**config.mk**
```make
export PLATFORM = sky130hd
export DESIGN_NAME = lemming_track
export DESIGN_NICKNAME = d
export VERILOG_FILES = /design/src/rtl/lemming_track.sv
export SDC_FILE = /design/constraint.sdc
export NUM_CORES = 1
export LEC_CHECK = 0
export CORE_MARGIN = 4
export CORE_UTILIZATION = 30
export DETAILED_ROUTE_END_ITERATION = 8
export PLACE_DENSITY_LB_ADDON = 0.25
export SETUP_SLACK_MARGIN = 0.02
export SLEW_MARGIN = 20
export SYNTH_ARGS = -nofsm -noshare
export SYNTH_HDL_FRONTEND = slang
export SYNTH_SLANG_ARGS = --single-unit
```
**constraint.sdc**
```tcl
create_clock -name clk -period 3.17 [get_ports clk]
set_input_delay 0.317 -clock clk [delete_from_list [all_inputs] [get_ports clk]]
set_output_delay 0.317 -clock clk [all_outputs]
set_load 0.02 [all_outputs]
```
**src/rtl/lemming_track.sv**
```systemverilog
// Lemming track world model: 1-D position between two walls plus one loadable obstacle, emitting bump pulses.
// Moves and bumps register 1 cycle after the step edge; obs_ready drops only during the step cycle.
module lemming_track #(
    parameter int POS_W     = 8,
    parameter int TRACK_LEN = 16,
    parameter int STEP_DIV  = 4,
    parameter int CNT_W     = 16
) (
    input  logic             clk,
    input  logic             areset_n,
    input  logic             walk_left,
    input  logic             walk_right,
    input  logic             obs_valid,
    output logic             obs_ready,
    input  logic [POS_W-1:0] obs_pos,
    input  logic             obs_clear,
    output logic             obs_err,
    output logic [POS_W-1:0] pos,
    output logic             bump_left,
    output logic             bump_right,
    output logic [CNT_W-1:0] bump_count
);

    localparam int SC_W = (STEP_DIV > 1) ? $clog2(STEP_DIV) : 1;
    localparam logic [SC_W-1:0]  STEP_LAST   = SC_W'(STEP_DIV - 1);
    localparam logic [POS_W-1:0] POS_MAX     = POS_W'(TRACK_LEN - 1);
    localparam logic [POS_W-1:0] POS_HOME    = POS_W'(TRACK_LEN / 2);
    localparam logic [POS_W:0]   TRACK_LEN_W = (POS_W + 1)'(TRACK_LEN);
    localparam logic [CNT_W-1:0] CNT_MAX     = '1;

    logic [SC_W-1:0]  step_cnt;
    logic             obs_en;
    logic [POS_W-1:0] obs_reg;

    logic             step_now;
    logic [POS_W-1:0] pos_dn;
    logic [POS_W-1:0] pos_up;
    logic             move_l;
    logic             move_r;
    logic             blk_l;
    logic             blk_r;
    logic             bump_any;
    logic             load;
    logic             load_bad;

    always_comb begin
        step_now = (step_cnt == STEP_LAST);
        pos_dn   = pos - POS_W'(1);
        pos_up   = pos + POS_W'(1);
        move_l   = step_now && walk_left && !walk_right;
        move_r   = step_now && walk_right && !walk_left;
        // pos_dn/pos_up may wrap at the walls, but the wall term already blocks there
        blk_l    = (pos == '0) || (obs_en && (obs_reg == pos_dn));
        blk_r    = (pos == POS_MAX) || (obs_en && (obs_reg == pos_up));
        bump_any = (move_l && blk_l) || (move_r && blk_r);
        load     = obs_valid && !step_now;
        load_bad = ({1'b0, obs_pos} >= TRACK_LEN_W) || (obs_pos == pos);
    end

    assign obs_ready = !step_now;

    always_ff @(posedge clk or negedge areset_n) begin
        if (!areset_n) begin
            step_cnt   <= '0;
            pos        <= POS_HOME;
            bump_left  <= 1'b0;
            bump_right <= 1'b0;
            bump_count <= '0;
        end else begin
            step_cnt   <= step_now ? '0 : step_cnt + SC_W'(1);
            bump_left  <= move_l && blk_l;
            bump_right <= move_r && blk_r;
            if (move_l && !blk_l) begin
                pos <= pos_dn;
            end else if (move_r && !blk_r) begin
                pos <= pos_up;
            end
            if (bump_any && (bump_count != CNT_MAX)) begin
                bump_count <= bump_count + CNT_W'(1);
            end
        end
    end

    // Loads never land in the step cycle, so pos compared here is the settled value.
    always_ff @(posedge clk or negedge areset_n) begin
        if (!areset_n) begin
            obs_en  <= 1'b0;
            obs_reg <= '0;
            obs_err <= 1'b0;
        end else begin
            obs_err <= load && load_bad;
            if (load && !load_bad) begin
                obs_en  <= 1'b1;
                obs_reg <= obs_pos;
            end else if (obs_clear) begin
                obs_en  <= 1'b0;
            end
        end
    end

endmodule

```
==> impl_metrics.prom <==
# TYPE chip_impl_metric gauge
chip_impl_metric{name="core",unit="sq um"} 7730
chip_impl_info{name="critical_path.slowest_cell",value="dfrtp_1"} 1
chip_impl_info{name="synth.largest_area_cell",value="dfrtp_1"} 1
chip_impl_info{name="startpoint",value="pos[0]$_DFFE_PN0P_"} 1
chip_impl_metric{name="routed_wire_length_per_instance",unit="um"} 15.2
chip_impl_metric{name="peak_per_stage_delay_on_the_critical_path",unit="ns"} 0.55
chip_impl_metric{name="cp_num_buf_inv",unit=""} 1
chip_impl_info{name="end_of_the_worst_register_to_register_path",value="bump_count[14]$_DFFE_PN0P_"} 1
chip_impl_metric{name="ys_seq_area_frac",unit=""} 0.400
chip_impl_metric{name="synth.net_count",unit=""} 252
chip_impl_metric{name="power.density_cell_area",unit="nW/um^2"} 668
chip_impl_metric{name="fin_nets",unit=""} 293
chip_impl_metric{name="drive_gt1_frac",unit=""} 0.127
chip_impl_metric{name="grt_pass1_vias",unit=""} 1888
chip_impl_metric{name="place_congestion",unit=""} 0.896
chip_impl_metric{name="setup-tns-final",unit="ns"} 0
chip_impl_metric{name="global_route.usage.met3",unit=""} 0.0316
chip_impl_metric{name="drtPass1Iterations",unit=""} 4
chip_impl_metric{name="final-seq-area",unit="sq um"} 952
chip_impl_metric{name="initial_antenna_violation_count",unit=""} 0
chip_impl_info{name="timing.critical_path.from_type",value="flop"} 1
chip_impl_metric{name="dp_worst_setup_slack",unit="ns"} 0.263
chip_impl_metric{name="routed_via_density",unit=""} 4.88
chip_impl_metric{name="antenna-diode-count",unit=""} 0
chip_impl_metric{name="power.ir.vdd_worst",unit="mV"} 0.219
chip_impl_metric{name="ys_seq_elements",unit=""} 38
chip_impl_info{name="timing.setup.critical_path_class",value="flop to flop"} 1
chip_impl_metric{name="syn2layout_area_growth",unit="%"} 26.2
chip_impl_metric{name="syn_area",unit="sq um"} 2380
chip_impl_info{name="run_status",value="complete, no violations"} 1
chip_impl_metric{name="r2r_setup_slack",unit="ns"} 0.27
chip_impl_metric{name="floorplan.die_area",unit="sq um"} 9430
chip_impl_metric{name="pin_count",unit=""} 42
chip_impl_metric{name="gr-total-overflow",unit=""} 0
chip_impl_metric{name="num_vias",unit=""} 1840
chip_impl_info{name="busiest_layer",value="met2"} 1
chip_impl_metric{name="worstMarginPinSlew",unit="ns"} 0.877
chip_impl_metric{name="final.min_clock_period",unit="ns"} 2.90
chip_impl_metric{name="syn_avg_cell_area",unit="sq um"} 10.2
chip_impl_metric{name="layout_skew",unit="ns"} 0.00898
chip_impl_info{name="synth.area.top_cells",value="dfrtp_1 (39%), xor2_1 (9.9%), xnor2_1 (6.6%)"} 1
chip_impl_info{name="worstPathCellList",value="inv_1 -> ha_1 -> o21ba_1 -> a221oi_1 -> a41oi_1 -> o21ai_1 -> nand3_2 -> a2bb2oi_4 -> nor4b_2 -> xor2_1"} 1
chip_impl_metric{name="place_hpwl",unit="mm"} 4.23
chip_impl_metric{name="worstPathRequired",unit="ns"} 3.38
chip_impl_metric{name="cts_made_buffers",unit=""} 5
chip_impl_metric{name="slew_headroom",unit=""} 0.415
chip_impl_metric{name="finalCritPeriodShare",unit=""} 0.914
chip_impl_metric{name="cts-root-to-sink-buffers",unit=""} 2
chip_impl_metric{name="grt_usage",unit=""} 0.125
chip_impl_metric{name="max_frequency",unit="MHz"} 345
chip_impl_metric{name="post-route-worst-setup-slack",unit="ns"} 0.274
chip_impl_metric{name="largest_register_ff_count",unit=""} 16
chip_impl_info{name="timing.critical_path.to_type",value="flop"} 1
chip_impl_metric{name="place.port_buffers",unit=""} 41
chip_impl_metric{name="multiInputGateArea",unit="sq um"} 1330
chip_impl_metric{name="cts-hold-fix-buffers",unit=""} 0
chip_impl_metric{name="worstSkewPairLatency",unit="ns"} 0.29
chip_impl_metric{name="postRouteWirelength",unit="mm"} 5.72
chip_impl_metric{name="route.detailed.drc",unit=""} 0
chip_impl_info{name="holdCritPathClass",value="primary input to asynchronous set/reset pin"} 1
chip_impl_metric{name="library_cells_used_by_synthesis",unit=""} 57
chip_impl_metric{name="worst_ep_arrival_time",unit="ns"} 3.11
chip_impl_metric{name="syn-instance-count",unit=""} 233
chip_impl_metric{name="clkSlewWorstSetupHoldPaths",unit="ns"} 0.08
chip_impl_metric{name="route.antenna.remaining_nets",unit=""} 0
chip_impl_metric{name="cts_setup_buffers",unit=""} 0
chip_impl_metric{name="grt_max_degree",unit=""} 39
chip_impl_metric{name="start_util",unit=""} 0.308
chip_impl_info{name="r2r-start",value="pos[0]$_DFFE_PN0P_"} 1
chip_impl_metric{name="post_synth_edffs",unit=""} 0
chip_impl_info{name="critPathTopFamily",value="compound AO/OA/AOI/OAI gates"} 1
chip_impl_metric{name="use_met1",unit=""} 0.182
chip_impl_metric{name="p_leak",unit="nW"} 1.26
chip_impl_metric{name="final.fill_count",unit=""} 768
chip_impl_metric{name="global_route.usage.met2",unit=""} 0.187
chip_impl_metric{name="number_of_rows_in_the_core_area",unit=""} 32
chip_impl_metric{name="clock_sink_count",unit=""} 38
chip_impl_metric{name="critPathMaxFanout",unit=""} 15
chip_impl_metric{name="first_pass_grt_wire_length",unit="mm"} 9.69
chip_impl_metric{name="die_width",unit="um"} 97.1
chip_impl_metric{name="cts.repair.resized",unit=""} 0
chip_impl_metric{name="synth_top_cell_area_share",unit=""} 0.389
chip_impl_metric{name="reg2reg_depth",unit=""} 10
chip_impl_metric{name="hold_slack",unit="ns"} 0.144
chip_impl_info{name="ys_dominant_reg_cell",value="dfrtp_1"} 1
chip_impl_metric{name="synth-warning-count",unit=""} 0
chip_impl_info{name="tritoncts",value="done"} 1
chip_impl_metric{name="final-setup-viol-count",unit=""} 0
chip_impl_metric{name="drt_iter0_drc",unit=""} 119
chip_impl_info{name="unrepaired_setup_endpoints_after_global_routing",value="no"} 1
chip_impl_metric{name="cts.htree.levels",unit=""} 2
chip_impl_metric{name="final_max_slew_viol_count",unit=""} 0
chip_impl_info{name="clock-root-buffer",value="clkbuf_8"} 1
chip_impl_metric{name="finalHoldViolCount",unit=""} 0
chip_impl_metric{name="fp.dieH",unit="um"} 97.1
chip_impl_metric{name="synth-async-reset-ratio",unit=""} 1.00
chip_impl_metric{name="cap_viol_max_count",unit=""} 0
cells in the mapped netlist (2+ instances only):
cell and number:
a32oi_1 2, xor2_1 27, buf_4 4, nor3_2 4, and3_1 3, nor4_1 5
xnor2_1 18, buf_2 2, o21ai_1 3, o21ai_0 2, nor4_2 2, dfrtp_1 37
o22ai_1 2, buf_6 2, nand2_1 20, inv_1 8, nand3_2 2, mux2i_1 3
nand3_1 13, nand4_1 2, mux2_1 2, and2_1 4, ha_1 5, nor3b_1 2
nor2_1 18, nor3_1 4, nand2_2 2, a21oi_1 3, mux2_2 4
worst max path at each step:
stage,endpoint,slack [ns],cells past startpoint
3_5_place_dp,bump_count[14]$_DFFE_PN0P_,0.26,10
6_report,bump_count[14]$_DFFE_PN0P_,0.27,10
3_3_place_gp,bump_count[14]$_DFFE_PN0P_,0.44,10
2_1_floorplan,bump_count[1]$_DFFE_PN0P_,0.42,12
5_1_grt,bump_count[14]$_DFFE_PN0P_,0.08,10
4_1_cts,bump_count[14]$_DFFE_PN0P_,0.26,10
through the flow:
step | utilization | std cells | power [W] | area (sq um)
after global routing | 0.389 | 377 | 0.00214 | 3000
after global placement | 0.370 | 369 | 0.00151 | 2860
after detailed placement | 0.370 | 369 | 0.00150 | 2860
final | 0.389 | 377 | 0.00201 | 3000
after CTS | 0.389 | 377 | 0.00203 | 3000
after floorplan | - | 233 | 0.00128 | 2380
cell families after synthesis:
| group | count (synthesis) | synth area share |
|---|---|---|
| buffers and inverters | 17 | 0.0410 |
| multiplexers | 9 | 0.0410 |
| adder cells (fa/ha/maj) | 5 | 0.0263 |
| XOR/XNOR | 46 | 0.172 |
| flip-flops | 38 | 0.400 |
| AND/OR/NAND/NOR | 92 | 0.229 |
| AO/OA/AOI/OAI | 26 | 0.0904 |
worst reg2reg max path, delay by kind of cell, from the launching register on:
family          cells  cell delay [ns]
compound gates      5             1.12
xor+xnor            1             0.16
fa+ha+maj           1             0.37
buf+inv             1             0.15
flops               1             0.55
simple gates        2             0.48
report_power, final:
part           leakage (nW)  internal, W  switching [W]  total (W)
Combinational         0.700     0.000360       0.000403   0.000762
Sequential            0.491     0.000548       0.000179   0.000727
Clock                0.0714     0.000336       0.000180   0.000516
cell type report:
cell class,instances,share of cell area
multi-input combinational,178,0.443
sequential,38,0.317
tap,102,0.0425
clock inverter,2,0.0200
inverter,8,0.0100
timing repair buffer,43,0.140
clock buffer,6,0.0275
routing by layer:
metal,wire [um],up-vias
met5,0,-
met4,39,0
met3,280,6
met2,2560,54
met1,2840,886
li1,-,894
cells in the final DEF, fill, tap and decap left out, types with 2 or more instances in the layout:
| master | instances |
|---|---|
| nor3_2 | 4 |
| nand4_1 | 2 |
| clkbuf_8 | 6 |
| mux2i_1 | 3 |
| nor3_1 | 4 |
| and2_1 | 4 |
| mux2_2 | 4 |
| buf_4 | 2 |
| bufinv_16 | 2 |
| clkdlybuf4s50_1 | 40 |
| nor2_1 | 18 |
| a21oi_1 | 3 |
| o21ai_1 | 3 |
| o21ai_0 | 2 |
| and3_1 | 3 |
| inv_1 | 8 |
| nand3_1 | 13 |
| xor2_1 | 27 |
| nand3_2 | 2 |
| xnor2_1 | 18 |
| nor4_1 | 5 |
| nor4_2 | 2 |
| mux2_1 | 2 |
| nand2_2 | 2 |
| dfrtp_1 | 37 |
| o22ai_1 | 2 |
| ha_1 | 5 |
| a32oi_1 | 2 |
| nor3b_1 | 2 |
| nand2_1 | 20 |
(Power assumes the default switching activity.)
==> edit 1 (config.mk and constraints unchanged) <==
Set the parameter `TRACK_LEN` to 12 (it was 16).
--- a/src/rtl/lemming_track.sv
+++ b/src/rtl/lemming_track.sv
@@ -4,3 +4,3 @@
     parameter int POS_W     = 8,
-    parameter int TRACK_LEN = 16,
+    parameter int TRACK_LEN = 12,
     parameter int STEP_DIV  = 4,
Function: changed (a bounded check fails within 4 cycles, from zero or initial values and one cycle with areset_n low).
==> edit 1 against the original RTL <==
Synthesized area is essentially flat. Utilization increased by 0.13 points. Critical path type unchanged. Final cell count rose by 1.9%. Critical path depth decreased by 1. Sequential cell count unchanged. Cell area rose by 0.33%. Largest power group unchanged. Power increased by 1.9%. Synthesized cell count is 3.0% higher. Routed wire length is 4.8% higher. Setup slack got worse by 0.026 ns.
==> edit 1: results (changes against the original RTL) <==
stage	metric	value	unit	change
floorplanning	Die W	97.1	um	about the same
critical_path	crit path launch	pos[1]		
yosys	Yosys cell types	52		-8.8%
clock_tree	clock buffer depth	2		unchanged
yosys	ys async rst share	1.00		unchanged
drt	Met2 Wirelength	2790	um	+9.1%
critical_path	Crit-path slowest cell	dfstp_2		
global_routing	first-pass GRT wire length	9770	um	+0.78%
clock_tree	Clock Root Buffer	clkbuf_8		
power_and_ir_drop	switching part of the total power	0.382		+0.00233
placement	pre-CTS worst setup slack	0.250	ns	-0.0135 ns
final_layout	Final Instance Count excl. Fillers	384		+1.9%
final_layout	Filler cells	765		-0.39%
drt	drt pass-1 iters	5		+1
critical_path	delay-heaviest family, CP	compound AO/OA/AOI/OAI gates		
clock_tree	Hold-fix buffers, CTS	0		unchanged
yosys	mux contribution to synthesized area	0.0326		-0.00839
yosys	Seq/Total Area, Yosys	0.401		+0.000736
drt	drt initial violations	72		-39%
timing	Final Critical Period	2.92	ns	+0.0255 ns
clock_tree	Post-CTS Resized	0		unchanged
final_layout	final layout net count	300		+2.4%
drt	DR top layer	met4		
placement	GPL Wtd Cong	0.823		-8.2%
critical_path	crit path DAT	3.14	ns	+0.03 ns
yosys	synth top area cells	dfrtp_1 38%, xor2_1 13%, nand3_1 3.2%		
placement	Cell Area, Placed	0.00287	mm2	+0.35%
outcome	status	finished, final reports clean		
yosys	post-synthesis xor/xnor area fraction	0.158		-0.0141
power_and_ir_drop	Max VDD drop	0.000202	V	-7.8%
yosys	list of most frequent post-synthesis cells	36 x dfrtp_1, 35 x xor2_1, 17 x nand2_1, 17 x nor2_1, 15 x nand3_1		
final_layout	max reg flops	16		unchanged
drt	ANT nets after route	0		unchanged
critical_path	slowest stage delay, CP	0.64	ns	+0.09 ns
drt	Post-Route M1 WL	2720	um	-4.3%
yosys	Post-Syn Nets	259		+2.8%
yosys	Avg Cell Area, Syn	9.92	um2	-3.0%
placement	I/O Buffers	41		unchanged
critical_path	R2R Path Start	pos[1]		
timing	hold_ws	0.115	ns	-0.0288 ns
drt	Via Count	1915		+4.1%
power_and_ir_drop	leakage	1.33	nW	+5.3%
placement	dpl hpwl	4490	um	+6.0%
timing	Setup Skew	0.00718	ns	-0.00180 ns
clock_tree	H-tree levels	2		unchanged
final_layout	ratio of cells with drive above 1 in the final layout	0.121		-0.00671
clock_tree	CTS Buf Count	5		unchanged
global_routing	Tot GR Track Use	0.129		+0.00403
yosys	post-synthesis adder-cell area fraction	0.0263		about the same
final_layout	Ant. Diodes	0		unchanged
global_routing	met1 usage	0.165		-0.0171
drt	drt wl/cell	15.6	um	+2.9%
placement	placed cell count	376		+1.9%
clock_tree	setup bufs post-CTS	0		unchanged
drt	routed length on met3	303	um	+8.2%
global_routing	met2 Track Usage GR	0.208		+0.0207
timing	Worst slew margin	0.437		+0.0218
clock_tree	Reg clk slew, reported paths	0.09	ns	
global_routing	grt met3 use	0.0302		-0.00144
yosys	Synth Area in Compound Gates	0.102		+0.0116
-- edit 1: cell count changes after synthesis, sizes merged, moves of 2 or more --
| cell | unedited run | this run |
|---|---|---|
| xnor2 | 18 | 8 |
| o31ai | 0 | 2 |
| a21oi | 3 | 1 |
| nand2 | 22 | 18 |
| a41o | 0 | 2 |
| a21o | 1 | 3 |
| and2 | 4 | 1 |
| xor2 | 28 | 35 |
| mux2i | 3 | 1 |
| or4 | 1 | 4 |
| nand4 | 2 | 6 |
| buf | 8 | 11 |
| nor2b | 0 | 8 |
-- edit 1: worst paths after layout --
kind,to,depth (start not counted)
min in group clk,step_cnt[0],1
setup reg to reg,bump_count[15],9
hold reg to reg,step_cnt[0],1
max in group asynchronous,obs_reg[1],1
hold / removal,pos[3],1
setup / recovery,bump_count[15],9
-- edit 1: kinds of logic (layout without fill, tap and decap cells) --
kind of cell,after synthesis,after routing
buf+inv,21,63
fa+ha+maj,5,5
xor+xnor,43,43
flops,38,38
simple gates,98,98
compound gates,28,28
mux,7,7
-- edit 1: worst register-to-register path, cell delays in order (launching register included) --
cell and delay (ns):
dfstp_2 0.64, inv_1 0.08, ha_1 0.27, or3b_2 0.26, nor3_1 0.06, o41ai_1 0.57
a31oi_4 0.16, o22a_4 0.31, nor4_1 0.32, xor2_1 0.17
-- edit 1: final cells by class --
class	instances	area, um2	share of cell area
clock buffer	6	82.6	0.0274
clock inverter	2	60.1	0.0199
inverter	8	30.0	0.00996
multi-input combinational	181	1310	0.435
sequential	38	953	0.316
tap	102	128	0.0423
timing repair buffer	47	450	0.149
-- edit 1: power by group through the flow --
stage	clock [mW]	combinational (mW)	sequential [mW]
after floorplan	0	0.600	0.694
after global placement	0	0.777	0.744
after detailed placement	0	0.789	0.743
after CTS	0.537	0.790	0.734
after global routing	0.554	0.856	0.756
final	0.525	0.782	0.737
==> edit 2 (same settings) <==
Without the edit above. Register the output `bump_count` once more, without a reset; this adds one clock of latency there. The other outputs are not delayed to match.
--- a/src/rtl/lemming_track.sv
+++ b/src/rtl/lemming_track.sv
@@ -29,2 +29,4 @@
     localparam logic [CNT_W-1:0] CNT_MAX     = '1;
+
+    logic [CNT_W-1:0] bump_count_s0;
 
@@ -67,3 +69,3 @@
             bump_right <= 1'b0;
-            bump_count <= '0;
+            bump_count_s0 <= '0;
         end else begin
@@ -77,4 +79,4 @@
             end
-            if (bump_any && (bump_count != CNT_MAX)) begin
-                bump_count <= bump_count + CNT_W'(1);
+            if (bump_any && (bump_count_s0 != CNT_MAX)) begin
+                bump_count_s0 <= bump_count_s0 + CNT_W'(1);
             end
@@ -100,2 +102,6 @@
 
+    always_ff @(posedge clk) begin
+        bump_count <= bump_count_s0;
+    end
+
 endmodule
Check against the original RTL: not equivalent (a bounded check fails within 10 cycles, from zero or initial values and one cycle with areset_n low).
==> edit 2 against the original RTL <==
Synthesized area rose by 14%. Highest routed layer unchanged. Cell area rose by 9.7%. Setup slack improved by 0.0083 ns. Sequential cell count rose by 16. Global-route usage fell by 0.50 points. Routed wire length rose by 4.7%. Power rose by 5.1%.
==> edit 2: results (changes against the original RTL) <==
stage	metric	value	unit	change
outcome	status	finished, final reports clean		
placement	Cell Area, Placed	0.00320	mm2	+12%
final_layout	final layout net count	310		+5.8%
yosys	ys async rst share	0.704		-0.296
power_and_ir_drop	leakage	1.36	nW	+7.4%
global_routing	Tot GR Track Use	0.120		-0.00504
placement	dpl hpwl	4430	um	+4.6%
drt	DR vias/cell	4.96		+1.7%
placement	placed cell count	392		+6.2%
final_layout	ratio of cells with drive above 1 in the final layout	0.113		-0.0143
yosys	Post-Syn Nets	270		+7.1%
power_and_ir_drop	Max VDD drop	0.000182	V	-17%
power_and_ir_drop	Clock power frac	0.198		-0.059
critical_path	slowest stage delay, CP	0.53	ns	-0.02 ns
yosys	Seq/Total Area, Yosys	0.471		+0.0709
timing	Setup Skew	0.0133	ns	+0.00428 ns
power_and_ir_drop	switching pwr	0.827	mW	+8.5%
placement	pre-CTS worst setup slack	0.325	ns	+0.0621 ns
critical_path	Worst Path Max Fanout	17		+2
drt	routed length on met3	264	um	-5.7%
yosys	list of most frequent post-synthesis cells	37 x dfrtp_1, 20 x xnor2_1, 17 x nand2_1, 17 x xor2_1, 16 x dfxtp_1		
global_routing	largest net degree at the start of global routing	39		unchanged
global_routing	met2 Track Usage GR	0.181		-0.00578
drt	Met2 Wirelength	2690	um	+5.2%
yosys	mux contribution to synthesized area	0.0245		-0.0165
yosys	Synth Area in Compound Gates	0.125		+0.0346
power_and_ir_drop	Reg power frac	0.435		+0.072
clock_tree	clock buffer depth	2		unchanged
yosys	synth top area cells	dfrtp_1 34%, dfxtp_1 12%, xnor2_1 6.5%		
clock_tree	worst skew pair latency	0.31	ns	+0.02 ns
drt	Via Count	1985		+7.9%
power_and_ir_drop	Clock net power	0.418	mW	-19%
job	# Max-Cap Violations	0		unchanged
global_routing	grt met3 use	0.0244		-0.00723
clock_tree	Reg clk slew, reported paths	0.11	ns	+0.03 ns
global_routing	first-pass GRT wire length	10100	um	+3.8%
drt	final WL	5990	um	+4.7%
critical_path	crit path DAT	3.09	ns	-0.02 ns
global_routing	met1 usage	0.177		-0.00513
yosys	Yosys cell types	59		+3.5%
yosys	Post-Syn Instances	251		+7.7%
placement	GPL Wtd Cong	0.842		-6.0%
global_routing	vias in the first global route	1928		+2.1%
drt	Post-Route M1 WL	2980	um	+4.9%
drt	DR top layer	met4		
yosys	post-synthesis xor/xnor area fraction	0.130		-0.0423
## edit 2: changes by cell type after synthesis, sizes merged, moves of 5 or more
cell   change
dfxtp     +16
xor2      -10
nand4      +9
and3       +6
nor3       -7
nor2       -5
## edit 2: final timing paths
| kind | to | start | cells past startpoint | slack [ns] |
|---|---|---|---|---|
| max in group asynchronous | bump_count_s0[7] | areset_n | 1 | 2.49 |
| max | bump_count_s0[1] | pos[0] | 9 | 0.28 |
| min in group clk | bump_count[9] | bump_count_s0[9] | 0 | 0.42 |
| max reg2reg | bump_count_s0[1] | pos[0] | 9 | 0.28 |
| min reg2reg | bump_count[9] | bump_count_s0[9] | 0 | 0.42 |
| min | obs_reg[3] | areset_n | 1 | 0.12 |
## edit 2: cell type report
type                            count  area, um2
Timing Repair Buffer               43        420
Clock inverter                      2       16.3
Clock buffer                        6       82.6
Tap cell                          108        135
Multi-Input combinational cell    179       1340
Inverter                            8       30.0
Sequential cell                    54       1270
Fill cell                         869       5470
